==> config.mk <==
export PLATFORM = sky130hd
export DESIGN_NAME = pry_slot_queue
export DESIGN_NICKNAME = d
export VERILOG_FILES = /design/src/rtl/pry_slot_queue.sv
export SDC_FILE = /design/constraint.sdc
export NUM_CORES = 1
export LEC_CHECK = 0
export ABC_CLOCK_PERIOD_IN_PS = 8000
export CAP_MARGIN = 25
export CORE_ASPECT_RATIO = 0.9
export CORE_MARGIN = 1.5
export CORE_UTILIZATION = 60
export CTS_CLUSTER_SIZE = 28
export DETAILED_ROUTE_END_ITERATION = 8
export GPL_ROUTABILITY_DRIVEN = 0
export PLACE_DENSITY = 0.8
export SETUP_SLACK_MARGIN = 0.4
export SLEW_MARGIN = 20
export SYNTH_ARGS = -nofsm -noshare
export SYNTH_HDL_FRONTEND = slang
export SYNTH_SLANG_ARGS = --single-unit
==> constraint.sdc <==
create_clock -name clk -period 8 [get_ports clk]
set_clock_uncertainty 0.15 [all_clocks]
set_input_delay 2 -clock clk [delete_from_list [all_inputs] [get_ports clk]]
set_output_delay 2 -clock clk [all_outputs]
set_load 0.03 [all_outputs]
==> src/rtl/pry_slot_queue.sv <==
// Slot-addressed holding buffer feeding a radix-SPLIT priority multiplexer; lowest occupied slot streams out.
// Optional PRY_SLOT_QUEUE_BYPASS_EN: an accepted write into an empty queue with a free output loads the output directly.

module pry_slot_node #(
  parameter int SPLIT = 2,
  parameter int IDX_W = 5,
  parameter int DAT_W = 8
) (
  input  logic [SPLIT-1:0]            in_vld,
  input  logic [SPLIT-1:0][IDX_W-1:0] in_idx,
  input  logic [SPLIT-1:0][DAT_W-1:0] in_dat,
  output logic                        out_vld,
  output logic [IDX_W-1:0]            out_idx,
  output logic [DAT_W-1:0]            out_dat
);
  // Scan downward so the lowest valid child wins.
  always_comb begin
    out_vld = |in_vld;
    out_idx = in_idx[SPLIT-1];
    out_dat = in_dat[SPLIT-1];
    for (int k = SPLIT-1; k >= 0; k--) begin
      if (in_vld[k]) begin
        out_idx = in_idx[k];
        out_dat = in_dat[k];
      end
    end
  end
endmodule

module pry_slot_pmux #(
  parameter int WIDTH          = 32,
  parameter int SPLIT          = 2,
  parameter int IMPLEMENTATION = 0,
  parameter int IDX_W          = 5,
  parameter int DAT_W          = 8
) (
  input  logic [WIDTH-1:0]            vld,
  input  logic [WIDTH-1:0][DAT_W-1:0] dat,
  output logic                        sel_vld,
  output logic [IDX_W-1:0]            sel_idx,
  output logic [DAT_W-1:0]            sel_dat
);
  function automatic int levels_f(int w, int s);
    int l;
    int p;
    l = 0;
    p = 1;
    while (p < w) begin
      p = p * s;
      l++;
    end
    return l;
  endfunction

  localparam int LEVELS = levels_f(WIDTH, SPLIT);
  localparam int PAD    = SPLIT ** LEVELS;

  generate
    if (IMPLEMENTATION == 0) begin : g_tree
      logic [LEVELS:0][PAD-1:0]            nv;
      logic [LEVELS:0][PAD-1:0][IDX_W-1:0] ni;
      logic [LEVELS:0][PAD-1:0][DAT_W-1:0] nd;

      // Leaves beyond WIDTH are padding and never valid.
      for (genvar n = 0; n < PAD; n++) begin : g_leaf
        if (n < WIDTH) begin : g_real
          assign nv[0][n] = vld[n];
          assign nd[0][n] = dat[n];
        end else begin : g_pad
          assign nv[0][n] = 1'b0;
          assign nd[0][n] = '0;
        end
        assign ni[0][n] = IDX_W'(n);
      end

      for (genvar l = 0; l < LEVELS; l++) begin : g_lvl
        for (genvar n = 0; n < PAD; n++) begin : g_node
          if (n < PAD / (SPLIT ** (l + 1))) begin : g_used
            pry_slot_node #(.SPLIT(SPLIT), .IDX_W(IDX_W), .DAT_W(DAT_W)) u_node (
              .in_vld  (nv[l][n*SPLIT +: SPLIT]),
              .in_idx  (ni[l][n*SPLIT +: SPLIT]),
              .in_dat  (nd[l][n*SPLIT +: SPLIT]),
              .out_vld (nv[l+1][n]),
              .out_idx (ni[l+1][n]),
              .out_dat (nd[l+1][n])
            );
          end else begin : g_idle
            assign nv[l+1][n] = 1'b0;
            assign ni[l+1][n] = '0;
            assign nd[l+1][n] = '0;
          end
        end
      end

      assign sel_vld = nv[LEVELS][0];
      assign sel_idx = ni[LEVELS][0];
      assign sel_dat = nd[LEVELS][0];
    end else begin : g_lin
      always_comb begin
        sel_vld = |vld;
        sel_idx = '0;
        sel_dat = dat[0];
        for (int i = WIDTH-1; i >= 0; i--) begin
          if (vld[i]) begin
            sel_idx = IDX_W'(i);
            sel_dat = dat[i];
          end
        end
      end
    end
  endgenerate
endmodule

module pry_slot_queue #(
  parameter type DAT_T          = logic [8-1:0],
  parameter int  WIDTH          = 32,
  parameter int  SPLIT          = 2,
  parameter int  IMPLEMENTATION = 0,
  localparam int IDX_W          = $clog2(WIDTH),
  localparam int CNT_W          = $clog2(WIDTH+2)
) (
  input  logic             clk,
  input  logic             rst_n,
  input  logic             wr_vld,
  output logic             wr_rdy,
  input  logic [IDX_W-1:0] wr_idx,
  input  DAT_T             wr_dat,
  output logic             rd_vld,
  input  logic             rd_rdy,
  output logic [IDX_W-1:0] rd_idx,
  output DAT_T             rd_dat,
  output logic [WIDTH-1:0] occ,
  output logic [CNT_W-1:0] cnt,
  output logic             err
);
  localparam int DAT_W = $bits(DAT_T);

  logic [WIDTH-1:0][DAT_W-1:0] slot;
  logic [WIDTH-1:0]            wr_dec, sel_dec, slot_set, occ_nxt;
  logic                        in_range, wr_acc, out_free, load, byp;
  logic                        sel_vld;
  logic [IDX_W-1:0]            sel_idx;
  logic [DAT_W-1:0]            sel_dat;
  logic [CNT_W-1:0]            cnt_c;

  assign in_range = ({1'b0, wr_idx} < (IDX_W+1)'(WIDTH));

  always_comb begin
    wr_dec  = '0;
    sel_dec = '0;
    for (int i = 0; i < WIDTH; i++) begin
      wr_dec[i]  = (wr_idx == IDX_W'(i));
      sel_dec[i] = (sel_idx == IDX_W'(i));
    end
  end

  // Only registered occupancy and wr_idx feed wr_rdy.
  assign wr_rdy   = !in_range || !(|(wr_dec & occ));
  assign wr_acc   = wr_vld && wr_rdy;
  assign out_free = !rd_vld || rd_rdy;
  assign load     = sel_vld && out_free;

`ifdef PRY_SLOT_QUEUE_BYPASS_EN
  assign byp = wr_acc && in_range && (occ == '0) && out_free;
`else
  assign byp = 1'b0;
`endif

  assign slot_set = (wr_acc && in_range && !byp) ? wr_dec : '0;
  assign occ_nxt  = (occ & ~(load ? sel_dec : '0)) | slot_set;

  pry_slot_pmux #(
    .WIDTH(WIDTH), .SPLIT(SPLIT), .IMPLEMENTATION(IMPLEMENTATION),
    .IDX_W(IDX_W), .DAT_W(DAT_W)
  ) u_pmux (
    .vld     (occ),
    .dat     (slot),
    .sel_vld (sel_vld),
    .sel_idx (sel_idx),
    .sel_dat (sel_dat)
  );

  // Payload storage carries no reset; occ alone decides validity.
  always_ff @(posedge clk) begin
    for (int i = 0; i < WIDTH; i++)
      if (slot_set[i]) slot[i] <= wr_dat;
  end

  always_ff @(posedge clk or negedge rst_n) begin
    if (!rst_n) begin
      occ    <= '0;
      rd_vld <= 1'b0;
      rd_idx <= '0;
      rd_dat <= '0;
      err    <= 1'b0;
    end else begin
      occ <= occ_nxt;
      if (wr_acc && !in_range) err <= 1'b1;
      if (load) begin
        rd_vld <= 1'b1;
        rd_idx <= sel_idx;
        rd_dat <= DAT_T'(sel_dat);
      end else if (byp) begin
        rd_vld <= 1'b1;
        rd_idx <= wr_idx;
        rd_dat <= wr_dat;
      end else if (rd_vld && rd_rdy) begin
        rd_vld <= 1'b0;
      end
    end
  end

  always_comb begin
    cnt_c = CNT_W'(rd_vld);
    for (int i = 0; i < WIDTH; i++)
      cnt_c = cnt_c + CNT_W'(occ[i]);
  end
  assign cnt = cnt_c;
endmodule
Word-level counts from Yosys, hierarchy flattened

Cells that the tools add are included.

Register bits after elaboration: 302
Logic and storage cells: 226
Output and inout bits: 54
Input port bits: 17

Add/subtract/negate cells: 32
Multiplexer cells: 66
Reductions and logical operators: 26
Equality and inequality tests: 62
Bitwise operators: 4

Operators with widths:

| kind                 | count |
|---|---|
| $mux W8              | 31 |
| $add A6 B1 Y6        | 27 |
| $eq A5 B5 Y1 const B | 32 |
| $eq A5 B4 Y1 const B | 16 |
| $mux W5              | 15 |
| $and A32 B32 Y32     | 2 |
| $mux W32             | 2 |
| $reduce_or A32 Y1    | 2 |
| $eq A5 B3 Y1 const B | 8 |
| $not A32 Y32         | 1 |
| $or A32 B32 Y32      | 1 |
| $eq A5 B2 Y1 const B | 4 |
| $mux W1              | 18 |
| $reduce_or A16 Y1    | 1 |
| $reduce_or A2 Y1     | 8 |
| $reduce_or A4 Y1     | 4 |
| $reduce_or A8 Y1     | 2 |
| $eq A5 B1 Y1 const B | 2 |
| $logic_not A5 Y1     | 2 |
| $add A5 B1 Y6        | 1 |
| $add A4 B1 Y5        | 1 |
| $add A3 B1 Y4        | 1 |
| $add A2 B1 Y3        | 1 |
| $logic_and A1 B1 Y1  | 3 |
| other kinds (4)      | 5 |

Depth between registers and ports, before layout

Gate-level depths: netlist (run 1).

Word-level depth: 32
Gate-level depth with buffers: 17
Mapped depth without buffers: 15

Modules after synthesis

Synthesis (run 1) repeated with hierarchy kept, for this count alone.

Cell total of the unflattened synthesis: 1,097
Area total of the unflattened synthesis: 16,195.5 um^2

By module, submodules not included:

| module         | area each (um^2) | instances | sequential area each (um^2) | cells each |
|---|---|---|---|---|
| pry_slot_queue | 11,106.9         | 1         | 8,838.5                     | 630 |
| pry_slot_node  | 163.9            | 31        | 0.0                         | 15 |
| pry_slot_pmux  | 7.5              | 1         | 0.0                         | 2 |

Worst setup path before layout (run 1)

OpenSTA, ideal clock, no wires.

Kind: reg-to-output
Start: register occ[12]
End: output port cnt[4]
Data arrival time: 5.613 ns
Data required time: 5.850 ns
Setup slack: 0.237 ns
Path buffers: 2
Stages on the path, launching flop included: 16
Path through: dfrtp_1 clkbuf_1 clkbuf_1 inv_1 fa_1 fa_1 fa_1 fa_1 fa_1 fa_1 fa_1 fa_1 inv_1 a21o_1 a21oi_1 xnor2_1

Word-level cells in the longest chain between the ends: 20

RTL lines:

| what                         | line | text |
|---|---|---|
| start, declared              | 132  | `output logic [WIDTH-1:0] occ,` |
| start signal, assigned       | 197  | `occ <= occ_nxt;` |
| $add A6 B1 Y6 (20 in series) | 216  | `cnt_c = cnt_c + CNT_W'(occ[i]);` |
| end, declared                | 133  | `output logic [CNT_W-1:0] cnt,` |

No other way between the ends.

Worst setup path after layout (run 1)

Start: register occ[10]
End: output port cnt[4]

Word-level cells in the longest chain between the ends: 22

RTL lines:

| what                         | line |
|---|---|
| $add A6 B1 Y6 (22 in series) | 216 |

No other way between the ends.

==> impl_metrics.json, run 1 <==
{
  "die_area_um2": 23720,
  "worstHoldPathType": "reg -> reg",
  "holdPathStages": 2,
  "core_region_area_um2": 22450,
  "grt-ovfl-total": 0,
  "synthArstFlopShare_pct": 15.23,
  "maxCapViolCount": 0,
  "antenna_cells": 0,
  "required_ns": 5.85,
  "drive_above_1_share_pct": 14.75,
  "final_cell_area_um2": 15810,
  "relSlewSlack_pct": 36.36,
  "crit_path_start_kind": "register",
  "vias": 9591,
  "worstMarginPinSlew_ns": 0.9473,
  "setup_violations": 0,
  "syn_inst": 1001,
  "endpoint_kind": "primary output",
  "grt_pass1_wl_um": 54840,
  "fp.dieW_um": 162.2,
  "syn_area_um2": 13680,
  "seq_area_um2": 8840,
  "path_class": "reg -> out",
  "fin_tns_setup_ns": 0,
  "r2r_setup_slack_ns": 3.82,
  "fmaxAchievable_ghz": 0.1337,
  "antenna_found_initial": 0,
  "totalWireLength_um": 36240,
  "worstHoldStart": "rd_idx[4]$_DFFE_PN0P_",
  "drc": 0,
  "htreeDepth": 1,
  "r2r_end": "occ[31]$_DFF_PN0_",
  "numCtsBuffers": 30,
  "cts_root_buf": "clkbuf_16",
  "yosysWarnings": 0,
  "arrival_ns": 5.33,
  "fin_hold_ws_ns": 0.3293,
  "critPathMaxFanout": 2,
  "num-fill-cells": 1533,
  "place.detailed.hpwl_um": 24270,
  "synth_flop_cell": "edfxtp_1",
  "min_period_ns": 7.478,
  "yosysUniqueCellTypes": 77,
  "synth_edf_count": 256,
  "multiInputGateArea_um2": 4387,
  "detail-route-antenna-nets": 0,
  "finalCritPeriodShare_pct": 93.47,
  "grt_pass1_vias": 9179,
  "pin_count": 71,
  "syn_nets": 1049,
  "viasPerCell": 6.841,
  "syn_to_final_growth_pct": 15.53,
  "drt_first_pass_iters": 7,
  "grtUsageTotal_pct": 30.87,
  "clk_path_buf_depth": 3,
  "hold_violations": 0,
  "routedWlPerCell_um": 25.85,
  "whs_endpoint": "rd_idx[4]$_DFFE_PN0P_",
  "fin_nets": 1130,
  "finalMaxSlewViolations": 0,
  "place_area_um2": 14760,
  "grt_max_degree": 47,
  "seq_area_frac_synth_pct": 64.61,
  "cts.sinks": 302,
  "cts_tree": "done",
  "status": "finished clean",
  "synth-seq-cells": 302,
  "clkLatencyLatePin_ns": 0.56,
  "num_rows": 52,
  "rr_worst_depth": 8,
  "synth.avg_cell_area_um2": 13.67,
  "rsz0062_at_grt": "yes",
  "r2r_start": "occ[0]$_DFF_PN0_",
  "placement.io_buffers": 69,
  "drt_iter0_drc": 1439,
  "clkSlewWorstSetupHoldPaths_ns": 0.06,
  "initial_core_util_pct": 60.95,
  "die_h_um": 146.3
}
-- state kept, by name (all words and copies together), names as in the netlist --
register and count:
rd_dat 8, slot 256, rd_vld 1, rd_idx 5, occ 32
-- synthesized netlist by cell type, drive strengths merged (25+ instances only) --
cell    count  area share, %
nand2      56            1.5
o21ai      47            1.8
edfxtp    256             56
fa         25            3.7
dfrtp      46            8.4
clkbuf     40            1.1
inv        46            1.3
buf        29            1.3
mux2i      28            2.0
o31ai      35            2.0
nor2       33           0.92
a21oi      58            2.3
nor3       36            1.4
-- routing by layer --
metal / GRT usage, % / wire (um) / vias to the layer above
li1: - / - / 4085
met1: 47.37 / 14760 / 4703
met2: 44.16 / 15630 / 697
met3: 5.938 / 4371 / 106
met4: 11.51 / 1473 / 0
met5: 0 / 0 / -
-- placed cells by master (no fill, tap or decap), types with 4 or more instances in the layout --
cell type,count
edfxtp_1,256
clkdlybuf4s50_1,63
a21oi_1,56
nand2_1,55
dfrtp_1,45
buf_4,44
inv_1,42
o21ai_0,42
nor2_1,32
o31ai_1,32
clkbuf_16,31
mux2i_1,28
nor3_1,26
a22oi_1,24
mux2_2,23
fa_1,22
o221ai_1,19
a221oi_1,18
nand2b_1,17
nor4_1,13
o22ai_1,12
nor2b_1,10
nor3_2,10
o32ai_1,9
clkinv_2,9
clkinv_1,8
nand4_1,8
nand3_1,8
o41ai_1,8
a221o_1,8
a222oi_1,7
o211ai_1,7
o22a_1,6
ha_1,6
clkbuf_1,5
nor3b_1,4
a22o_1,4
inv_2,4
buf_2,4
dlygate4sd2_1,4
-- logic make-up (layout without fill, tap and decap cells) --
logic type | count (synthesis) | count (layout) | share of synthesized area [%]
flops | 302 | 302 | 64.61
simple gates | 207 | 207 | 8.121
fa+ha+maj | 31 | 31 | 4.207
xor+xnor | 3 | 3 | 0.1921
compound gates | 286 | 286 | 15.12
buf+inv | 120 | 224 | 3.786
mux | 51 | 51 | 3.942
other cells | 1 | 1 | 0.02741
-- per-stage QoR --
stage,setup slack [ns],util (%),instances
floorplan,0.4071,-,1001
global placement,0.6518,65.63,1340
detailed placement,0.5933,65.74,1343
CTS,0.4124,70.12,1399
global route,0.3916,70.41,1402
finish,0.5224,70.41,1402
-- layout make-up --
type / count / share of cell area [%]
clock buffers: 37 / 5.114
clock inverters: 18 / 1.061
inverters: 51 / 1.227
multi-input cells: 579 / 27.75
flip-flops and latches: 302 / 55.93
well taps: 297 / 2.351
repair buffers: 118 / 6.563
-- timing repair --
action,in CTS,in global routing
hold buffers,0,0
setup buffers,1,1
pin swaps,0,1
gates resized for setup,7,7
setup endpoints to repair,5,2
-- worst max-delay path: stages, from the launching register on --
cell	delay, ns
dfrtp_1	0.37
clkinv_1	0.12
fa_2	0.58
fa_1	0.44
fa_1	0.53
fa_1	0.43
fa_1	0.51
fa_1	0.43
fa_2	0.38
fa_2	0.41
inv_1	0.08
a21o_1	0.11
a21oi_1	0.09
xnor2_2	0.15
buf_6	0.15
-- how the worst max path moves through the flow --
stage                                 start  endpoint  depth (start not counted)
after floorplan           occ[12]$_DFF_PN0_    cnt[4]                         15
after global placement    occ[26]$_DFF_PN0_    cnt[2]                         11
after detailed placement  occ[26]$_DFF_PN0_    cnt[2]                         11
after CTS                 occ[10]$_DFF_PN0_    cnt[4]                         14
after global routing      occ[10]$_DFF_PN0_    cnt[4]                         14
final                     occ[10]$_DFF_PN0_    cnt[4]                         14
Power of run 1 is left out: the tool's default activity adds up to more than one toggle a clock period on the data nets, which glitch-free logic cannot reach.
==> run 2: changes to the inputs <==
- PLACE_DENSITY: 0.8 -> 0.81
- SYNTH_HIERARCHICAL: not set -> 1
==> run 2 against run 1 <==
  * Global-route usage fell by 2.0 points
  * Final cell count rose by 23%
  * Fmax fell by 1.1%
  * Routed wire length rose by 10%
  * Die area rose by 18%
  * Critical path depth did not move
  * Via count rose by 6.0%
  * Sequential share of layout area fell by 9.0 points
  * Setup slack got worse by 0.082 ns
  * Area after synthesis rose by 18%
  * First-iteration DRC count fell by 34%
==> impl_metrics.json, run 2 <==
{
  "status": "finished clean",
  "detail-route-antenna-nets": 0,
  "clkSlewWorstSetupHoldPaths_ns": 0.06,
  "use_met3_pct": 6.561,
  "drive_above_1_share_pct": 41.19,
  "viasPerCell": 5.904,
  "drt_iter0_drc": 949,
  "pin_count": 71,
  "core_region_area_um2": 26280,
  "synthArstFlopShare_pct": 15.23,
  "finalCritPeriodShare_pct": 94.50,
  "crit_path_start_kind": "register",
  "netlist.area_leader.share_pct": 47.47,
  "grt_pass1_wl_um": 60110,
  "cts_tree": "done",
  "min_period_ns": 7.560,
  "die_h_um": 158.9,
  "yosys-top-cells-count": "mux2_2, edfxtp_1, dfrtp_1",
  "synth-seq-cells": 302,
  "antenna_cells": 0,
  "die_area_um2": 27990,
  "cts_root_buf": "clkbuf_16",
  "critPathMaxFanout": 3,
  "synthTopCellsByArea": "edfxtp_1, mux2_2, dfrtp_1",
  "maxCapViolCount": 0,
  "fin_tns_setup_ns": 0,
  "fin_nets": 1398,
  "rsz0062_at_grt": "yes",
  "reg_top3": "slot (256), occ (32), rd_dat (8)",
  "gr-usage-met1_pct": 42.48,
  "grt_pass1_vias": 10040,
  "syn_area_um2": 16200,
  "vias": 10170,
  "crit_family": "adder cells",
  "num_rows": 56,
  "initial_core_util_pct": 61.64,
  "cp_cell_sequence": "fa_1 -> inv_1 -> fa_1 -> fa_1 -> fa_1 -> fa_1 -> fa_1 -> fa_1 -> inv_1 -> fa_2 -> a21o_1 -> a21oi_1 -> xnor2_1 -> buf_4",
  "yosysUniqueCellTypes": 58,
  "grt-ovfl-total": 0,
  "yosysMostFrequentCell": "mux2_2",
  "worstMarginPinSlew_ns": 1.117,
  "totalWireLength_um": 39850,
  "fp.dieW_um": 176.2,
  "place.detailed.hpwl_um": 26820,
  "grt_use_met2_pct": 43.77,
  "numCtsBuffers": 30,
  "grt_max_degree": 47,
  "final_common_cell": "mux2_2",
  "cpMostUsedCell": "fa_1",
  "grtUsageTotal_pct": 28.86,
  "grt_busiest_layer": "met2",
  "htreeDepth": 1,
  "syn_to_final_growth_pct": 16.32,
  "clk_path_buf_depth": 3,
  "crit_slowest_cell": "fa_1",
  "worstHoldPathType": "reg -> reg",
  "largest_reg_flops": 256,
  "clkLatencyLatePin_ns": 0.56,
  "synth_top_cell_by_area": "edfxtp_1",
  "routedWlPerCell_um": 23.14,
  "antenna_found_initial": 0,
  "regMostFlops": "slot",
  "drt_first_pass_iters": 6,
  "path_class": "reg -> out",
  "final_cell_mix": "mux2_2, edfxtp_1, conb_1",
  "arrival_ns": 5.41,
  "synth.avg_cell_area_um2": 14.76,
  "path_buf_inv": 3,
  "seq_area_frac_synth_pct": 54.57,
  "synth_flop_cell": "edfxtp_1",
  "cts.sinks": 302,
  "syn_inst": 1097,
  "required_ns": 5.85,
  "endpoint_kind": "primary output",
  "setup_violations": 0,
  "relSlewSlack_pct": 25.25,
  "critPathMaxStageDelay_ns": 0.60,
  "hold_violations": 0,
  "drc": 0,
  "finalMaxSlewViolations": 0,
  "placement.io_buffers": 69,
  "yosysWarnings": 6,
  "fmaxAchievable_ghz": 0.1323,
  "synth_edf_count": 256
}
-- run 2: cell types whose count changed after synthesis, sizes merged, moves of 24 or more --
cell | before | now
o31ai | 35 | 7
mux2i | 28 | 3
mux2 | 23 | 407
a22oi | 24 | 0
clkbuf | 40 | 5
a21oi | 58 | 5
or2 | 2 | 34
nor3 | 36 | 12
-- run 2: tightest hold or removal path: cells and delay by family (launching register included) --
family | cells | cell delay [ns]
DFF | 1 | 0.34
and+or+nand+nor | 2 | 0.10
-- run 2: final cells by class --
class                      instances  area, um2
timing repair buffer             114       1010
clock buffer                      42      888.4
tap                              348      435.4
inverter                          39      146.4
sequential                       302       8838
fill                            1753       7436
multi-input combinational        863       7388
clock inverter                    14      132.6
-- run 2: stage by stage --
step | util, % | std cells | hold slack [ns] | worst slack (ns) | area [um2]
floorplan | - | 1255 | 0.4980 | 0.8677 | 16790
global placement | 67.68 | 1662 | 0.3104 | 0.5643 | 17780
detailed placement | 67.75 | 1664 | 0.3131 | 0.5053 | 17800
CTS | 71.62 | 1720 | 0.3285 | 0.2434 | 18820
global route | 71.70 | 1722 | 0.3583 | 0.2730 | 18840
finish | 71.70 | 1722 | 0.3216 | 0.4404 | 18840
-- run 2: repair_timing --
item	CTS	global route
gates resized for setup	7	11
hold buffers	0	0
setup buffers	0	1
endpoints found under the setup margin	5	4
pin swaps	0	5
-- run 2: cell families (layout without fill, tap and decap cells) --
logic type               count (synthesis)  count (layout)  share of synthesized area [%]
AND/OR/NAND/NOR                        180             180                          6.582
adder cells (fa/ha/maj)                 31              31                          3.554
XOR/XNOR                                 3               3                         0.1623
other                                    3             161                        0.06953
flip-flops                             302             302                          54.57
AO/OA/AOI/OAI                           78              78                          2.797
buffers and inverters                   90             209                          3.778
multiplexers                           410             410                          28.48
-- run 2: path summary, 6_finish.rpt --
path	startpoint	to	slack, ns	cells after the start
setup / recovery	rd_vld$_DFFE_PN0P_	cnt[4]	0.44	14
hold / removal	rd_dat[4]$_DFFE_PN0P_	rd_dat[4]$_DFFE_PN0P_	0.32	2
setup reg to reg	occ[0]$_DFF_PN0_	occ[5]$_DFF_PN0_	3.50	9
hold reg to reg	rd_dat[4]$_DFFE_PN0P_	rd_dat[4]$_DFFE_PN0P_	0.32	2
max in group asynchronous	rst_n	rd_dat[0]$_DFFE_PN0P_	5.86	2
min in group asynchronous	rst_n	occ[30]$_DFF_PN0_	1.40	2
-- run 2: metal layers --
layer	up-vias	part of all wire [%]
met2	525	45
met4	0	2.5
li1	4471	-
met5	-	0
met3	84	9.0
met1	5087	43
Power of run 2 is left out for the same reason.
